`src/rtl/fetch_ctrl.sv`:
```
// -----------------------------------------------------------------------------
// fetch_ctrl
//
// Instruction fetch front end. Issues word-aligned fetch requests to
// instruction memory, places the returned words with their addresses in a
// small in-order queue, and presents the queue head to the decoder. A
// redirect (branch/jump/trap) flushes the queue and restarts fetch at a new
// address. If a request is still in flight when the redirect arrives, the
// returning data is thrown away before fetch restarts.
//
// Parameters
//   RESET_PC     first fetch address after reset (word aligned)
//   QDEPTH       instruction queue entries, 2..4
//
// Ports
//   clk          clock, rising edge
//   rst_n        asynchronous active-low reset
//   imem_req     fetch request, held until acknowledged
//   imem_addr    fetch address, held while imem_req is high
//   imem_ack     completes the request; imem_rdata valid in the same cycle
//   imem_rdata   fetched instruction word
//   redirect     one-cycle pulse requesting a PC change
//   redirect_pc  new fetch address (bits [1:0] ignored)
//   inst_valid   queue head holds an instruction
//   inst_ready   decoder accepts the queue head
//   inst_out     queue head instruction
//   inst_pc      address of inst_out
//
// state | meaning
// ------+---------------------------------------------------------------
// RUN   | normal fetch; acked data is pushed into the queue
// DRAIN | a request issued before a redirect is still in flight; its data
//       | is dropped on ack and fetch resumes at the latched target
// -----------------------------------------------------------------------------
module fetch_ctrl #(
   parameter logic [31:0] RESET_PC = 32'h0000_0000,
   parameter int          QDEPTH   = 2
) (
   input  logic        clk,
   input  logic        rst_n,
   output logic        imem_req,
   output logic [31:0] imem_addr,
   input  logic        imem_ack,
   input  logic [31:0] imem_rdata,
   input  logic        redirect,
   input  logic [31:0] redirect_pc,
   output logic        inst_valid,
   input  logic        inst_ready,
   output logic [31:0] inst_out,
   output logic [31:0] inst_pc
);

   localparam int            PW          = (QDEPTH > 2) ? 2 : 1;
   localparam logic [2:0]    QDEPTH_C    = 3'(QDEPTH);
   localparam logic [PW-1:0] PTR_LAST    = PW'(QDEPTH - 1);
   localparam logic [31:0]   RESET_PC_AL = {RESET_PC[31:2], 2'b00};

   typedef enum logic {
      RUN   = 1'b0,
      DRAIN = 1'b1
   } state_t;

   state_t        state;
   logic [31:0]   fetch_pc;
   logic [31:0]   target_pc;
   logic          req_q;

   logic [31:0]   q_data [QDEPTH];
   logic [31:0]   q_pc   [QDEPTH];
   logic [PW-1:0] head;
   logic [PW-1:0] tail;
   logic [2:0]    count;

   logic          ack_fire;
   logic          pending;
   logic          push;
   logic          pop;
   logic [2:0]    count_nxt;
   logic          req_nxt;
   logic [31:0]   redirect_al;
   logic          unused_bits;

   function automatic logic [PW-1:0] ptr_inc(input logic [PW-1:0] p);
      return (p == PTR_LAST) ? '0 : p + 1'b1;
   endfunction

   assign redirect_al = {redirect_pc[31:2], 2'b00};
   assign unused_bits = ^redirect_pc[1:0];

   assign ack_fire = req_q & imem_ack;
   // request survives this edge un-acked; it keeps its address and slot
   assign pending  = req_q & ~imem_ack;
   // a redirect on the ack edge wins over the push: the data is stale
   assign push     = (state == RUN) & ack_fire & ~redirect;
   assign pop      = inst_valid & inst_ready;

   always_comb begin
      count_nxt = count;
      if (redirect) begin
         count_nxt = 3'd0;
      end else begin
         case ({push, pop})
            2'b10:   count_nxt = count + 3'd1;
            2'b01:   count_nxt = count - 3'd1;
            default: count_nxt = count;
         endcase
      end
   end

   // A fresh request only starts once the previous one has completed and
   // there is a free queue slot to receive its data.
   assign req_nxt = pending | (count_nxt < QDEPTH_C);

   always_ff @(posedge clk or negedge rst_n) begin
      if (!rst_n) begin
         state     <= RUN;
         fetch_pc  <= RESET_PC_AL;
         target_pc <= RESET_PC_AL;
         req_q     <= 1'b0;
         head      <= '0;
         tail      <= '0;
         count     <= 3'd0;
      end else begin
         req_q <= req_nxt;
         count <= count_nxt;

         if (redirect) begin
            head <= '0;
            tail <= '0;
         end else begin
            if (push) tail <= ptr_inc(tail);
            if (pop)  head <= ptr_inc(head);
         end

         case (state)
            RUN: begin
               if (redirect) begin
                  if (pending) begin
                     // imem_addr must stay put until the ack, so park the target
                     target_pc <= redirect_al;
                     state     <= DRAIN;
                  end else begin
                     fetch_pc <= redirect_al;
                  end
               end else if (ack_fire) begin
                  fetch_pc <= fetch_pc + 32'd4;
               end
            end
            DRAIN: begin
               if (redirect) target_pc <= redirect_al;
               if (ack_fire) begin
                  fetch_pc <= redirect ? redirect_al : target_pc;
                  state    <= RUN;
               end
            end
            default: state <= RUN;
         endcase
      end
   end

   // queue storage carries no control meaning, so it is left unreset
   always_ff @(posedge clk) begin
      if (push) begin
         q_data[tail] <= imem_rdata;
         q_pc[tail]   <= fetch_pc;
      end
   end

   assign imem_req   = req_q;
   assign imem_addr  = fetch_pc;
   assign inst_valid = (count != 3'd0);
   assign inst_out   = inst_valid ? q_data[head] : 32'd0;
   assign inst_pc    = inst_valid ? q_pc[head]   : 32'd0;

endmodule

```
`config.mk`:
```
export PLATFORM = sky130hd
export DESIGN_NAME = fetch_ctrl
export DESIGN_NICKNAME = d
export VERILOG_FILES = /design/src/rtl/fetch_ctrl.sv
export SDC_FILE = /design/constraint.sdc
export NUM_CORES = 1
export LEC_CHECK = 0
export CORE_MARGIN = 3
export CORE_UTILIZATION = 50
export DETAILED_ROUTE_END_ITERATION = 10
export PLACE_DENSITY = 0.77
export REMOVE_ABC_BUFFERS = 1
export SYNTH_ARGS = -nofsm -noshare
export SYNTH_HDL_FRONTEND = slang
export SYNTH_SLANG_ARGS = --single-unit
```
`constraint.sdc`:
```
create_clock -name clk -period 11.93 [get_ports clk]
set_clock_uncertainty 0.05 [all_clocks]
set_input_delay 2.386 -clock clk [delete_from_list [all_inputs] [get_ports clk]]
set_output_delay 2.386 -clock clk [all_outputs]
set_load 0.1 [all_outputs]
```
==> metrics <==
cts bufs inserted=17; Cell variety after synth=59; Placer Congestion=about 0.82; FFs w/ async S/R, synth=35.7%; R2R Path Start=imem_req; Mapped Avg Cell Area=roughly 13 µm²; total core area=16800 µm²; metal3 WL=1280 µm; Die H=roughly 140 µm; CTS tree=done; H-tree Lvls=4; Fin. Hold Viols=0; Period Utilization, post-route=approximately half; RSZ-0062 raised after global routing=no; DRT met1 WL=approximately 8000 µm; ANT nets after route=0; cell count of the worst reg-to-reg path=9; Hold WC Path Type=reg -> reg; CP max stage delay=about 1.2 ns; hold path cells=1; via/cell ratio=around 5.7; critical path type=reg -> out; CP Capture Type=output pin; Total Routing Usage GR=between 20% and 30%; layout cells sized above 1=between 10% and 20%; Max Clk Rate=about 170 MHz; Crit Path Max Fanout=just over 60; Area Growth Syn to Fin=28.3%; Routed Wire Length=slightly below 20000 µm; 1st-iter DRT viols=455; area leader, netlist=edfxtp_1; post-CTS resize count=0; Final #Nets=between 800 and 900; first-pass detailed-route iteration total=5; CTS root buffer=clkbuf_16; post-cts hold buffer count=0; Worst R2R End=imem_req; hold path endpoint=target_pc[0]; die area=between 15000 and 20000 µm²; HPWL Detailed=about 13000 µm; critical path required time=9.49 ns; r2r setup slk=roughly 9 ns; Post-synth EDFFs=about 130; hold path start=target_pc[0]; Initial Util=about half; Hold Worst Slack=0.442 ns; I/O pins=between 150 and 200; dominant cells by area after synthesis=edfxtp_1 (44%), dfrtp_1 (20%), mux2i_1 (7.6%), nor2_1 (4.2%), mux2_2 (3.9%); antenna violations before repair=0; Top FF cell, synth=edfxtp_1; grt total ovfl=0; synthesized area=about 8700 µm²; Slew @ Worst Pin=approximately 1.1 ns; CP cell instances=buf_4 -> mux2i_1 -> nor2_1 -> clkdlybuf4s50_1; DIE WIDTH=roughly 140 µm; Setup-failing EPs final=0; max-cap violations=0; Max Used Layer=met4; slew margin rel.=roughly 29%; outcome=finished, final reports clean; share of the yosys chip area belonging to registers=approximately 65%; # Post-CTS Setup Buffers=0; Synth top area share=around 44%; Reg clk slew, reported paths=approximately 0.070 ns; global-route wire length before repair=around 31000 µm; synthesized flop and latch total=199; CP Buf/Inv Count=2; fin crit period=roughly 5.7 ns; clock sinks=199; Final Util=~66%; met2 WL post-DR=just over 10000 µm; element type at the critical path start=register; # rows=47; final setup TNS=0 ns; buffer levels on the longest clock path=2; vias in the first global route=just under 6000; count leader, synth=edfxtp_1; DRC=0; top cells by count, synth=edfxtp_1 (128), nor2_1 (96), dfrtp_1 (71); clock latency at the later pin of the worst-skew pair=~0.43 ns; Top delay family on crit path=buffers and inverters; slowest stage cell, crit path=clkdlybuf4s50_1; Ys Warns=0; Slew Limit Fails=0; Post-Syn Instances=662; largest net degree at the start of global routing=72; routed len/inst=about 19 µm; Data arrival, critical path=roughly 3.3 ns; via count=roughly 6000; IO Port Bufs=around 160
[placed cells by master (no fill, tap or decap), types with 6 or more instances in the layout]
cell	netlist	layout
clkdlybuf4s50_1	0	163
mux2_2	30	30
a31oi_1	11	11
a21oi_1	17	16
o2bb2ai_1	9	9
buf_4	3	11
nand3_1	9	9
and3_1	7	7
nor4_1	7	7
nor2_1	96	96
nand2_1	17	17
edfxtp_1	128	128
clkbuf_16	0	17
dfrtp_1	71	70
mux2i_1	66	66
o21ai_0	53	53
inv_1	6	6
a22o_1	9	9
[sequential cells by signal (all words and copies together) (netlist names)]
name,cells
imem_req,1
state,1
tail,1
q_pc,64
count,3
q_data,64
imem_addr,32
target_pc,32
head,1
[per-layer routing]
layer  global-route usage, %  up-vias
li1                        -     2808
met1                    26.4     2932
met2                    36.0      233
met3                    4.27       33
met4                    8.51        0
met5                       0        -
[layout make-up]
cell class              instances  area (µm²)
diodes                          1        2.50
clock buffers                  17         425
clock inverters                15         184
fillers                      1181        5630
inverters                       7        26.3
multi-input cells             415        2870
flip-flops and latches        199        5620
well taps                     220         275
repair buffers                176        1720
[cell families (layout without fill, tap and decap cells)]
logic type	count (synthesis)	in the layout	synth area share (%)
flops	199	199	64.8
simple gates	175	175	10.2
mux	96	96	11.5
other cells	0	1	0
xor+xnor	6	6	0.605
fa+ha+maj	2	2	0.288
buf+inv	48	215	2.39
compound gates	136	136	10.3
[worst max-delay path by stage]
stage	endpoint	startpoint	depth (start not counted)	slack (ns)
2_1_floorplan	q_data[0][0]	redirect	2	3.96
3_3_place_gp	imem_req	redirect	10	6.25
3_5_place_dp	imem_req	redirect	10	5.96
4_1_cts	inst_out[9]	head	4	6.17
5_1_grt	inst_out[9]	head	4	6.03
6_report	inst_out[9]	head	4	6.19
[metrics by stage]
| step | cells | worst slack, ns | cell area (µm²) |
|---|---|---|---|
| finish | 1050 | 6.19 | 11100 |
| global route | 1049 | 6.03 | 11100 |
| CTS | 1048 | 6.17 | 11100 |
| detailed placement | 1016 | 5.96 | 10500 |
| global placement | 1016 | 6.25 | 10500 |
| floorplan | 621 | 3.96 | 8500 |
Power is left out: the tool's default activity adds up to more than one toggle a clock period on the data nets, which glitch-free logic cannot reach.
